===== config.mk =====
export PLATFORM = sky130hd
export DESIGN_NAME = bus_initiator
export DESIGN_NICKNAME = d
export VERILOG_FILES = /design/src/rtl/bus_initiator.sv
export SDC_FILE = /design/constraint.sdc
export NUM_CORES = 1
export LEC_CHECK = 0
export ABC_AREA = 0
export BUFFER_PORTS_ARGS = -buffer_cell sky130_fd_sc_hd__buf_4
export CORE_MARGIN = 3
export CORE_UTILIZATION = 50
export CTS_BUF_LIST = sky130_fd_sc_hd__clkbuf_16
export DETAILED_ROUTE_END_ITERATION = 16
export PLACE_DENSITY = 0.81
export RECOVER_POWER = 50
export SYNTH_ARGS = -nofsm -noshare
export SYNTH_HDL_FRONTEND = slang
export SYNTH_SLANG_ARGS = --single-unit

===== constraint.sdc =====
create_clock -name clk -period 3.3 [get_ports clk]
set_clock_uncertainty 0.15 [all_clocks]
set_input_delay 0.33 -clock clk [delete_from_list [all_inputs] [get_ports clk]]
set_output_delay 0.33 -clock clk [all_outputs]
set_load 0.02 [all_outputs]

===== src/rtl/bus_initiator.sv =====
// bus_initiator: single-outstanding master for the 16-bit addr/data/rw/valid debug-core bus.
// Takes one command, issues it as a one-cycle request, waits for the matching return beat
// (or a timeout) and holds the result on a response handshake.
// Optional feature macro: BUS_INITIATOR_READBACK_VERIFY_EN re-reads every write and flags
// a readback mismatch on resp_mismatch_o; without it that port is tied low.
module bus_initiator #(
    parameter  int unsigned TIMEOUT_CYCLES = 255,
    localparam int unsigned BUS_W          = 16
) (
    input  logic             clk,
    input  logic             rst_n,
    // command handshake
    input  logic             cmd_valid_i,
    output logic             cmd_ready_o,
    input  logic [BUS_W-1:0] cmd_addr_i,
    input  logic [BUS_W-1:0] cmd_data_i,
    input  logic             cmd_rw_i,
    // request into the core chain
    output logic [BUS_W-1:0] addr_o,
    output logic [BUS_W-1:0] data_o,
    output logic             rw_o,
    output logic             valid_o,
    // return from the end of the chain
    input  logic [BUS_W-1:0] addr_i,
    input  logic [BUS_W-1:0] data_i,
    input  logic             rw_i,
    input  logic             valid_i,
    // response handshake
    output logic             resp_valid_o,
    input  logic             resp_ready_i,
    output logic [BUS_W-1:0] resp_data_o,
    output logic             resp_timeout_o,
    output logic             resp_mismatch_o
);

    localparam int unsigned      CNT_W    = $clog2(TIMEOUT_CYCLES + 1);
    localparam logic [CNT_W-1:0] CNT_LAST = CNT_W'(TIMEOUT_CYCLES - 1);

    typedef enum logic [1:0] {
        IDLE  = 2'd0,
        ISSUE = 2'd1,
        WAIT  = 2'd2,
        RESP  = 2'd3
    } state_t;

    state_t           state_q, state_d;
    logic [CNT_W-1:0] cnt_q, cnt_d;
    logic [BUS_W-1:0] addr_d, data_d, resp_data_d;
    logic             rw_d, valid_d, cmd_ready_d;
    logic             resp_valid_d, resp_timeout_d;
    logic             match_c;

`ifdef BUS_INITIATOR_READBACK_VERIFY_EN
    logic verify_q, verify_d;
    logic mismatch_q, mismatch_d;
    assign resp_mismatch_o = mismatch_q;
`else
    assign resp_mismatch_o = 1'b0;
`endif

    // A return beat belongs to us only if it echoes the outstanding address and direction
    assign match_c = valid_i && (addr_i == addr_o) && (rw_i == rw_o);

    // Next-state and next-output decode
    always_comb begin
        state_d        = state_q;
        cnt_d          = cnt_q;
        addr_d         = addr_o;
        data_d         = data_o;
        rw_d           = rw_o;
        valid_d        = 1'b0;
        cmd_ready_d    = 1'b0;
        resp_valid_d   = 1'b0;
        resp_data_d    = resp_data_o;
        resp_timeout_d = resp_timeout_o;
`ifdef BUS_INITIATOR_READBACK_VERIFY_EN
        verify_d       = verify_q;
        mismatch_d     = mismatch_q;
`endif
        case (state_q)
            IDLE: begin
                cmd_ready_d = 1'b1;
                if (cmd_valid_i && cmd_ready_o) begin
                    addr_d      = cmd_addr_i;
                    data_d      = cmd_data_i;
                    rw_d        = cmd_rw_i;
                    valid_d     = 1'b1;
                    cmd_ready_d = 1'b0;
`ifdef BUS_INITIATOR_READBACK_VERIFY_EN
                    verify_d    = 1'b0;
`endif
                    state_d     = ISSUE;
                end
            end
            ISSUE: begin
                cnt_d   = '0;
                state_d = WAIT;
            end
            WAIT: begin
                cnt_d = cnt_q + CNT_W'(1);
                if (match_c) begin
`ifdef BUS_INITIATOR_READBACK_VERIFY_EN
                    if (rw_o) begin
                        // Write landed: read the same address back before answering
                        rw_d     = 1'b0;
                        valid_d  = 1'b1;
                        verify_d = 1'b1;
                        state_d  = ISSUE;
                    end else begin
                        resp_data_d    = data_i;
                        resp_timeout_d = 1'b0;
                        mismatch_d     = verify_q && (data_i != data_o);
                        verify_d       = 1'b0;
                        resp_valid_d   = 1'b1;
                        state_d        = RESP;
                    end
`else
                    resp_data_d    = data_i;
                    resp_timeout_d = 1'b0;
                    resp_valid_d   = 1'b1;
                    state_d        = RESP;
`endif
                end else if (cnt_q == CNT_LAST) begin
                    resp_data_d    = '0;
                    resp_timeout_d = 1'b1;
`ifdef BUS_INITIATOR_READBACK_VERIFY_EN
                    mismatch_d     = 1'b0;
                    verify_d       = 1'b0;
`endif
                    resp_valid_d   = 1'b1;
                    state_d        = RESP;
                end
            end
            RESP: begin
                resp_valid_d = 1'b1;
                if (resp_ready_i) begin
                    resp_valid_d = 1'b0;
                    cmd_ready_d  = 1'b1;
                    state_d      = IDLE;
                end
            end
            default: begin
                cmd_ready_d = 1'b1;
                state_d     = IDLE;
            end
        endcase
    end

    // State and registered outputs
    always_ff @(posedge clk or negedge rst_n) begin
        if (!rst_n) begin
            state_q        <= IDLE;
            cnt_q          <= '0;
            addr_o         <= '0;
            data_o         <= '0;
            rw_o           <= 1'b0;
            valid_o        <= 1'b0;
            cmd_ready_o    <= 1'b1;
            resp_valid_o   <= 1'b0;
            resp_data_o    <= '0;
            resp_timeout_o <= 1'b0;
`ifdef BUS_INITIATOR_READBACK_VERIFY_EN
            verify_q       <= 1'b0;
            mismatch_q     <= 1'b0;
`endif
        end else begin
            state_q        <= state_d;
            cnt_q          <= cnt_d;
            addr_o         <= addr_d;
            data_o         <= data_d;
            rw_o           <= rw_d;
            valid_o        <= valid_d;
            cmd_ready_o    <= cmd_ready_d;
            resp_valid_o   <= resp_valid_d;
            resp_data_o    <= resp_data_d;
            resp_timeout_o <= resp_timeout_d;
`ifdef BUS_INITIATOR_READBACK_VERIFY_EN
            verify_q       <= verify_d;
            mismatch_q     <= mismatch_d;
`endif
        end
    end

endmodule

==> flow_summary.json, run 1 <==
{
  "multiInputGateArea_sq_mm": 0.001214,
  "postRouteAntennaNets": 0,
  "finish.net_count": 453,
  "pin_count": 125,
  "worstPathArrival_ns": 2.29,
  "die-area_sq_mm": 0.006799,
  "syn_inst": 249,
  "setup_violations": 0,
  "power_density_mw_per_mm2": 778.3,
  "place_congestion": 0.7541,
  "overflow": 0,
  "grt_pass1_wl_mm": 11.23,
  "drc_errors": 0,
  "io_buffers": 123,
  "synth_nets": 326,
  "hold_viol_final": 0,
  "drt_wl_total_mm": 7.045,
  "area_growth_pct": 36.09,
  "post-route-cell-area_sq_mm": 0.003978,
  "outcome": "finished with violations",
  "fp.dieH_microns": 82.46,
  "p_leak_uw": 0.002095,
  "ys_ff_latch": 63,
  "dp_hpwl_mm": 5.202,
  "h-tree-depth": 3,
  "hold_class": "input port to register",
  "drt_iter0_drc": 66,
  "cts_buffers": 9,
  "grt_pass1_vias": 2394,
  "post-route-util_pct": 71.36,
  "worst_slew_pin_slew_ns": 1.552,
  "cts_tree": "yes",
  "register_area_sq_mm": 0.001578,
  "root_buffer": "clkbuf_16",
  "cts_buffer_depth": 2,
  "clock_latency_ns": 0.32,
  "num-fill-cells": 451,
  "antenna_found_initial": 0,
  "gr-usage-all-layers_pct": 22.44,
  "criticalPathCategory": "register to register",
  "total_power_uw": 3096,
  "netlist_area_sq_mm": 0.002923,
  "vdd_drop_max_mv": 0.5085,
  "grt_max_degree": 64,
  "whs_ns": 0.06309,
  "avgSynthCellArea_sq_um": 11.74,
  "wl_per_cell_microns": 15.55,
  "dr.pass1.iters": 4,
  "crit_path_start_kind": "register",
  "worstPathRequired_ns": 3.34,
  "via_per_inst": 4.978,
  "dpl-instance-area_sq_mm": 0.003899,
  "initial_utilization_pct": 52.44,
  "tns_ns": 0,
  "cts_sinks": 63,
  "fp-row-count": 27,
  "yosysWarnings": 0,
  "clk_pin_slew_worst_paths_ns": 0.06,
  "max_freq_ghz": 0.4440,
  "max_cap_violations": 1,
  "rsz0062_at_grt": "no",
  "ys_seq_area_share_pct": 53.98,
  "core_area_sq_mm": 0.005574,
  "min_period_over_period_pct": 68.25,
  "die_w_microns": 82.46,
  "violations": "capacitance limit, slew limit",
  "drive_above_1_share_pct": 28.87,
  "n_antenna_cell": 0,
  "cp_max_fo": 17,
  "relSlewSlack_pct": -3.487,
  "num_vias": 2255,
  "fin_crit_ns": 2.252,
  "slew_viol_final": 64,
  "synth_cell_types": 36,
  "cp-end-kind": "register"
}
## cells by family (layout without fill, tap and decap cells)
| group | after synthesis | after routing | share of synthesized area (%) |
|---|---|---|---|
| flip-flops | 63 | 63 | 53.98 |
| AND/OR/NAND/NOR | 62 | 62 | 11.13 |
| multiplexers | 50 | 50 | 18.54 |
| buffers and inverters | 32 | 164 | 4.495 |
| XOR/XNOR | 19 | 19 | 5.694 |
| AO/OA/AOI/OAI | 16 | 16 | 3.468 |
| adder cells (fa/ha/maj) | 6 | 6 | 2.568 |
| other | 1 | 1 | 0.1283 |
## final timing paths
check / from / endpoint / slack, ns / depth (start not counted)
worst max register to register: state_q[0] / resp_data_o[13] / 1.05 / 6
worst min register to register: data_o[6] / data_o[6] / 0.34 / 1
worst max-delay path: state_q[0] / resp_data_o[13] / 1.05 / 6
min in group asynchronous: rst_n / data_o[13] / 0.78 / 2
worst min-delay path: cmd_data_i[3] / data_o[3] / 0.06 / 2
max in group asynchronous: rst_n / cnt_q[6] / 1.29 / 2
## stage by stage
step,std cells,setup slack (ns)
2_1_floorplan,249,1.412
3_3_place_gp,436,1.172
3_5_place_dp,436,1.094
4_1_cts,453,1.027
5_1_grt,453,0.8938
6_report,453,1.048
## per-layer routing
layer  global-route usage (%)  part of all wire, %
met1                    25.40                   39
met2                    37.42                   50
met3                    10.30                  9.5
met4                    7.475                  1.4
met5                        0                    0
## power breakdown
group	total, uW	internal [uW]	switching [uW]	leakage, uW
Sequential	1170	1000	167	0.000738
Clock	836	500	336	0.000130
Combinational	1090	425	666	0.00123
## layout make-up
class,count,area share [%]
well taps,72,2.265
clock buffers,9,5.662
multi-input cells,154,30.51
clock inverters,7,1.038
inverters,23,2.170
repair buffers,125,18.69
flip-flops and latches,63,39.67
## synth_stat cells, drive strengths merged
master | n | area share (%)
dfrtp | 62 | 53
mux2 | 33 | 13
nand2 | 29 | 3.7
inv | 23 | 3.0
mux2i | 17 | 5.8
xor2 | 17 | 5.1
nand3 | 9 | 2.0
nor2 | 8 | 1.0
clkbuf | 7 | 0.90
ha | 6 | 2.6
o21ai | 6 | 1.0
nor4 | 4 | 1.7
and3 | 3 | 0.73
nand4 | 3 | 0.64
a21oi | 2 | 0.34
buf | 2 | 0.64
nor2b | 2 | 0.43
o31ai | 2 | 0.51
or2 | 2 | 0.43
xnor2 | 2 | 0.60
a21boi | 1 | 0.26
a21o | 1 | 0.26
a22oi | 1 | 0.26
a31oi | 1 | 0.21
conb | 1 | 0.13
dfstp | 1 | 0.90
nand3b | 1 | 0.26
o311ai | 1 | 0.30
o31a | 1 | 0.30
or3 | 1 | 0.21
## repair_timing
item / 4_1_cts / 5_1_grt
hold endpoints to repair: 62 / 0
gates resized for setup: 0 / 0
buffers inserted: 0 / 0
hold buffers: 1 / 0
## critical path: stages, from the launching register on
cell,delay (ns)
dfrtp_1,0.40
inv_1,0.12
ha_1,0.43
inv_1,0.09
or3_1,0.63
nand2_1,0.19
mux2i_1,0.11
## cells in the final DEF, fill, tap and decap left out, types with 2 or more instances in the layout
master / Yosys / final
nand4_1: 3 / 3
mux2i_1: 17 / 17
xnor2_1: 2 / 2
xor2_1: 17 / 17
clkbuf_16: 0 / 9
nor4_2: 4 / 4
nor2_1: 8 / 8
nor2b_1: 2 / 2
and3_2: 2 / 2
nand3_1: 8 / 8
buf_4: 1 / 71
mux2_1: 18 / 18
a21oi_1: 2 / 2
o21ai_0: 2 / 2
clkbuf_1: 7 / 52
ha_1: 6 / 6
inv_1: 23 / 24
o21ai_1: 4 / 4
o31ai_1: 2 / 2
dfrtp_1: 62 / 62
clkinv_2: 0 / 2
nand2_1: 29 / 29
clkinvlp_4: 0 / 2
mux2_2: 15 / 15
## flip-flops by register name, summed over array words and instances (netlist names)
register / flops
data_o: 16
state_q: 2
resp_timeout_o: 1
resp_valid_o: 1
cmd_ready_o: 1
valid_o: 1
addr_o: 16
cnt_q: 8
resp_data_o: 16
rw_o: 1
Note: power is estimated with default switching activity, not from simulation.
==> run 2: changes to the inputs <==
--- a/config.mk
+++ b/config.mk
@@ -8,10 +8,10 @@
 export ABC_AREA = 0
 export BUFFER_PORTS_ARGS = -buffer_cell sky130_fd_sc_hd__buf_4
 export CORE_MARGIN = 3
-export CORE_UTILIZATION = 50
+export CORE_UTILIZATION = 48
 export CTS_BUF_LIST = sky130_fd_sc_hd__clkbuf_16
 export DETAILED_ROUTE_END_ITERATION = 16
-export PLACE_DENSITY = 0.81
+export PLACE_DENSITY = 0.78
 export RECOVER_POWER = 50
 export SYNTH_ARGS = -nofsm -noshare
 export SYNTH_HDL_FRONTEND = slang
==> constraint.sdc (replaced) <==
create_clock -name clk -period 2.3 [get_ports clk]
set_clock_uncertainty 0.15 [all_clocks]
set_input_delay 0.23 -clock clk [delete_from_list [all_inputs] [get_ports clk]]
set_output_delay 0.23 -clock clk [all_outputs]
set_load 0.02 [all_outputs]
==> run 2 against run 1 <==
Compared with the run above:
- the flow now finishes without violations
- critical endpoint is now resp_timeout_o
- utilization up 5.9 points
- critical path type unchanged
- non-clock buffer count grew 40
- die area rose by 3.9%
- sequential share of layout area shrank 3.9 points
- sequential power up 45%
- worst setup slack got worse by 0.73 ns
- clock power rose by 56%
- largest power group is now combinational logic
- cell area increased by 11%
- first-iteration DRC count grew 12%
- combinational power up 58%
- global-route usage rose by 2.3 points
==> flow_summary.json, run 2 (same netlist as run 1, synthesis figures left out) <==
{
  "drive_above_1_share_pct": 26.60,
  "antenna_found_initial": 0,
  "grt_pass1_wl_mm": 13.75,
  "pwr-share-clk_pct": 27.5,
  "cts_resized": 0,
  "place_congestion": 0.8116,
  "overflow": 0,
  "p_comb_share_pct": 36.4,
  "place_ws_ns": 0.3470,
  "cts_buffer_depth": 2,
  "placed_cells": 438,
  "min_period_over_period_pct": 86.16,
  "relSlewSlack_pct": 47.15,
  "switching_share_pct": 37.49,
  "worst_slack_ns": 0.3183,
  "p_seq_share_pct": 36.1,
  "gr-usage-all-layers_pct": 24.74,
  "finish.net_count": 493,
  "setup_violations": 0,
  "dp_hpwl_mm": 5.255,
  "num_vias": 2480,
  "io_buffers": 123,
  "hold_viol_final": 0,
  "max_cap_violations": 0,
  "initial_utilization_pct": 51.19,
  "tns_ns": 0,
  "power_density_mw_per_mm2": 1070,
  "fp-row-count": 27,
  "criticalPathCategory": "register to register",
  "total_power_uw": 4721,
  "grt_max_degree": 64,
  "h-tree-depth": 3,
  "switching_power_uw": 1770,
  "drc_errors": 0,
  "die-area_sq_mm": 0.007062,
  "fp.dieH_microns": 84.04,
  "cp_max_fo": 17,
  "hold_class": "input port to register",
  "cts_buffers": 9,
  "area_growth_pct": 50.90,
  "root_buffer": "clkbuf_16",
  "rsz0062_at_grt": "no",
  "outcome": "finished, final reports clean",
  "die_w_microns": 84.04,
  "via_per_inst": 5.030,
  "wl_per_cell_microns": 17.22,
  "crit_path_start_kind": "register",
  "grt_pass1_vias": 2784,
  "slew_viol_final": 0,
  "postRouteAntennaNets": 0,
  "core_area_sq_mm": 0.005709,
  "worst_slew_pin_slew_ns": 0.7928,
  "final_common_cell": "buf_4",
  "vdd_drop_max_mv": 0.6962,
  "n_antenna_cell": 0,
  "crit_path_max_incr_delay_ns": 0.42,
  "reg_top3": "addr_o x16, data_o x16, resp_data_o x16",
  "p_leak_uw": 0.002281,
  "clk_pin_slew_worst_paths_ns": 0.05,
  "cts_sinks": 63,
  "crit_slowest_cell": "dfrtp_1",
  "drt_iter0_drc": 74,
  "worstPathRequired_ns": 2.33,
  "fin_cells": 493,
  "crit_path_cell_trace": "xor2_1 -> nor4_2 -> and3_2 -> nand3_4 -> a21boi_1",
  "clock_latency_ns": 0.32,
  "mostFrequentLayoutCells": "buf_4 (73), dfrtp_1 (62), clkbuf_1 (52)",
  "cts_tree": "yes",
  "pin_count": 125,
  "internal-power_uw": 2951,
  "drt_wl_total_mm": 8.490,
  "worstPathArrival_ns": 2.01,
  "dr.pass1.iters": 4,
  "cp-end-kind": "register",
  "post-cts-setup-buffers": 0,
  "fin_crit_ns": 1.982,
  "max_freq_ghz": 0.5046
}
[run 2: cell count changes in the layout (fill, tap and decap cells not counted)]
| cell | delta |
|---|---|
| bufinv_16 | +1 |
| buf_4 | +2 |
| inv_1 | -1 |
| buf_12 | +1 |
| clkbuf_2 | -1 |
| clkinvlp_4 | -1 |
| clkinv_1 | +1 |
| dlygate4sd3_1 | +38 |
[run 2: critical path, delay by kind of cell (launching register included)]
family / cells / cell delay (ns)
XOR/XNOR: 1 / 0.19
AO/OA/AOI/OAI: 1 / 0.23
AND/OR/NAND/NOR: 3 / 0.85
flip-flops: 1 / 0.42
[run 2: power by group through the flow]
stage | sequential, uW | clock (uW) | combinational [uW]
2_1_floorplan | 2020 | 0 | 730
3_3_place_gp | 1670 | 0 | 1830
3_5_place_dp | 1690 | 0 | 1870
4_1_cts | 1680 | 1310 | 1930
5_1_grt | 1740 | 1370 | 1870
6_report | 1700 | 1300 | 1720
[run 2: stage by stage]
step	hold WS, ns	instance area (sq um)	util, %
2_1_floorplan	-0.2156	2923	-
4_1_cts	0.0009345	4596	80.50
3_3_place_gp	0.2189	3926	68.77
6_report	0.006445	4410	77.25
3_5_place_dp	0.2135	3926	68.77
5_1_grt	0.005854	4410	77.25
[run 2: layout make-up]
| type | count | area [sq um] |
|---|---|---|
| Multi-Input combinational cell | 154 | 1214 |
| Clock buffer | 9 | 225.2 |
| Inverter | 23 | 86.33 |
| Clock inverter | 7 | 63.81 |
| Fill cell | 380 | 1299 |
| Tap cell | 72 | 90.09 |
| Timing Repair Buffer | 165 | 1154 |
| Sequential cell | 63 | 1578 |
[run 2: repair_timing]
item | CTS | global route
endpoints found under the hold margin | 99 | 1
setup endpoints to repair | 0 | 0
hold buffers | 38 | 1
[run 2: final timing paths]
kind,from,endpoint,slack (ns),cells after the start
max reg2reg,addr_o[7],resp_timeout_o,0.32,5
min,data_i[4],resp_data_o[4],0.006,3
max in group asynchronous,rst_n,cnt_q[4],1.07,2
max,addr_o[7],resp_timeout_o,0.32,5
min reg2reg,data_o[4],data_o[4],0.34,1
min in group asynchronous,rst_n,data_o[6],0.41,2
[run 2: routing by layer]
layer / share of wire (%) / track usage (%) / up-vias
li1: - / - / 1162
met1: 37 / 25.91 / 1208
met2: 54 / 44.40 / 93
met3: 7.4 / 8.983 / 17
met4: 2.0 / 10.09 / 0
met5: 0 / 0 / -
==> run 3: changes to the inputs <==
==> config.mk (replaced) <==
export PLATFORM = sky130hd
export DESIGN_NAME = bus_initiator
export DESIGN_NICKNAME = d
export VERILOG_FILES = /design/src/rtl/bus_initiator.sv
export SDC_FILE = /design/constraint.sdc
export NUM_CORES = 1
export LEC_CHECK = 0
export ABC_AREA = 0
export CORE_MARGIN = 3
export CORE_UTILIZATION = 50
export CTS_BUF_LIST = sky130_fd_sc_hd__clkbuf_16
export DETAILED_ROUTE_END_ITERATION = 16
export DONT_BUFFER_PORTS = 1
export PLACE_DENSITY = 0.63
export RECOVER_POWER = 50
export SYNTH_ARGS = -nofsm -noshare
export SYNTH_HDL_FRONTEND = slang
export SYNTH_SLANG_ARGS = --single-unit
export TNS_END_PERCENT = 5
==> run 3 against run 2 <==
Compared with the run above:
- the run now ends with capacitance limit, slew limit left
- critical path depth stayed put
- sequential power up 21%
- count of clock-buffer cells in the layout did not move
- hold slack better by 0.014 ns
- clock power is 9% lower
- die area shrank 3.7%
- via count down 20%
- worst setup slack got worse by 0.081 ns
- non-clock buffer count decreased by 108
- largest power group is now registers
==> flow_summary.json, run 3 (same netlist as run 1, synthesis figures left out) <==
{
  "outcome": "finished with violations",
  "violations": "capacitance limit, slew limit",
  "setup_violations": 0,
  "multiInputGateArea_sq_mm": 0.001219,
  "io_buffers": 0,
  "cts_sinks": 63,
  "whs_ns": 0.02082,
  "dr.pass1.iters": 4,
  "wl_per_cell_microns": 16.33,
  "worst_slack_ns": 0.2371,
  "dp_hpwl_mm": 4.164,
  "initial_utilization_pct": 52.44,
  "die_w_microns": 82.46,
  "crit_path_start_kind": "register",
  "finish.net_count": 385,
  "cts_tree": "yes",
  "via_per_inst": 5.164,
  "slew_viol_final": 64,
  "total_power_uw": 4289,
  "num-fill-cells": 408,
  "worstPathArrival_ns": 2.09,
  "rsz0062_at_grt": "no",
  "fp.dieH_microns": 82.46,
  "root_buffer": "clkbuf_16",
  "drc_errors": 0,
  "h-tree-depth": 3,
  "fin_crit_ns": 2.063,
  "register_area_sq_mm": 0.001578,
  "postRouteAntennaNets": 0,
  "max_freq_ghz": 0.4847,
  "clock_latency_ns": 0.32,
  "cts_buffers": 9,
  "final_common_cell": "dfrtp_1",
  "max_cap_violations": 1,
  "area_growth_pct": 30.18,
  "post-cts-setup-buffers": 0,
  "cp-end-kind": "register",
  "pin_count": 125,
  "worst_slew_pin_slew_ns": 1.518,
  "n_antenna_cell": 0,
  "overflow": 0,
  "grt_pass1_vias": 2075,
  "p_leak_uw": 0.001934,
  "num_vias": 1988,
  "fp-row-count": 27,
  "cts_resized": 0,
  "cts_buffer_depth": 2,
  "clk_pin_slew_worst_paths_ns": 0.05,
  "mostFrequentLayoutCells": "dfrtp_1 (62), dlygate4sd3_1 (51), nand2_1 (29)",
  "criticalPathCategory": "register to register",
  "drive_above_1_share_pct": 14.06,
  "hold_viol_final": 0,
  "drt_wl_total_mm": 6.287,
  "relSlewSlack_pct": -1.229,
  "tns_ns": 0,
  "vdd_drop_max_mv": 0.7555,
  "post-route-util_pct": 68.26,
  "drt_iter0_drc": 75,
  "hold_class": "input port to register",
  "reg_top3": "addr_o x16, data_o x16, resp_data_o x16",
  "place_congestion": 0.7861,
  "grt_max_degree": 64,
  "grt_pass1_wl_mm": 9.901,
  "place_ws_ns": 0.1958,
  "min_period_over_period_pct": 89.69,
  "core_area_sq_mm": 0.005574,
  "die-area_sq_mm": 0.006799,
  "worstPathRequired_ns": 2.32,
  "antenna_found_initial": 0,
  "gr-usage-all-layers_pct": 19.90,
  "cp_max_fo": 17,
  "power_density_mw_per_mm2": 1127
}
==> run 3: cell types whose count changed in the layout (fill, tap and decap cells not counted), sizes merged <==
cell and change:
inv +1, dlygate4sd3 +12, clkbuf -51, buf -69, bufinv -1
==> run 3: final timing paths <==
path                                  start         endpoint  slack, ns  depth (start not counted)
worst max-delay path             addr_o[14]   resp_timeout_o       0.24                          5
worst min-delay path            cmd_valid_i      cmd_ready_o       0.02                          3
worst max register to register   addr_o[14]   resp_timeout_o       0.24                          5
worst min register to register     cnt_q[6]         cnt_q[6]       0.35                          1
max in group asynchronous             rst_n   resp_data_o[6]       0.40                          2
min in group asynchronous             rst_n  resp_data_o[15]       0.70                          2
==> run 3: cell type report <==
| cell class | instances | share of cell area, % |
|---|---|---|
| inverters | 23 | 2.269 |
| multi-input cells | 154 | 32.03 |
| flip-flops and latches | 63 | 41.47 |
| repair buffers | 57 | 14.86 |
| clock buffers | 9 | 5.919 |
| well taps | 72 | 2.368 |
| clock inverters | 7 | 1.085 |
==> run 3: through the flow <==
stage	cells	area, sq um
final	385	3805
after global routing	385	3805
after CTS	385	3827
after detailed placement	317	3023
after global placement	317	3023
after floorplan	249	2923
==> run 3: routing by layer <==
metal	global-route usage (%)	part of all wire, %	vias to the layer above
met4	9.302	1.7	0
met2	32.85	49	92
li1	-	-	947
met5	0	0	-
met3	7.484	8.9	9
met1	22.74	40	940
==> run 3: timing repair <==
action	CTS	global route
hold buffers	52	0
setup endpoints to repair	0	0
hold endpoints to repair	114	0
==> run 3: report_power, final <==
| group | total [uW] | leakage (uW) | switching, uW | internal [uW] |
|---|---|---|---|---|
| clock | 1180 | 0.000132 | 463 | 717 |
| sequential | 2060 | 0.000738 | 626 | 1430 |
| combinational | 1050 | 0.00107 | 520 | 529 |
| total | 4290 | 0.00193 | 1610 | 2680 |
==> run 3: worst max-delay path, cell delays in order, from the launching register on <==
cell and delay [ns]:
dfrtp_1 0.47, xor2_1 0.20, nor4_2 0.31, and3_2 0.27, nand3_4 0.27, a21boi_1 0.23
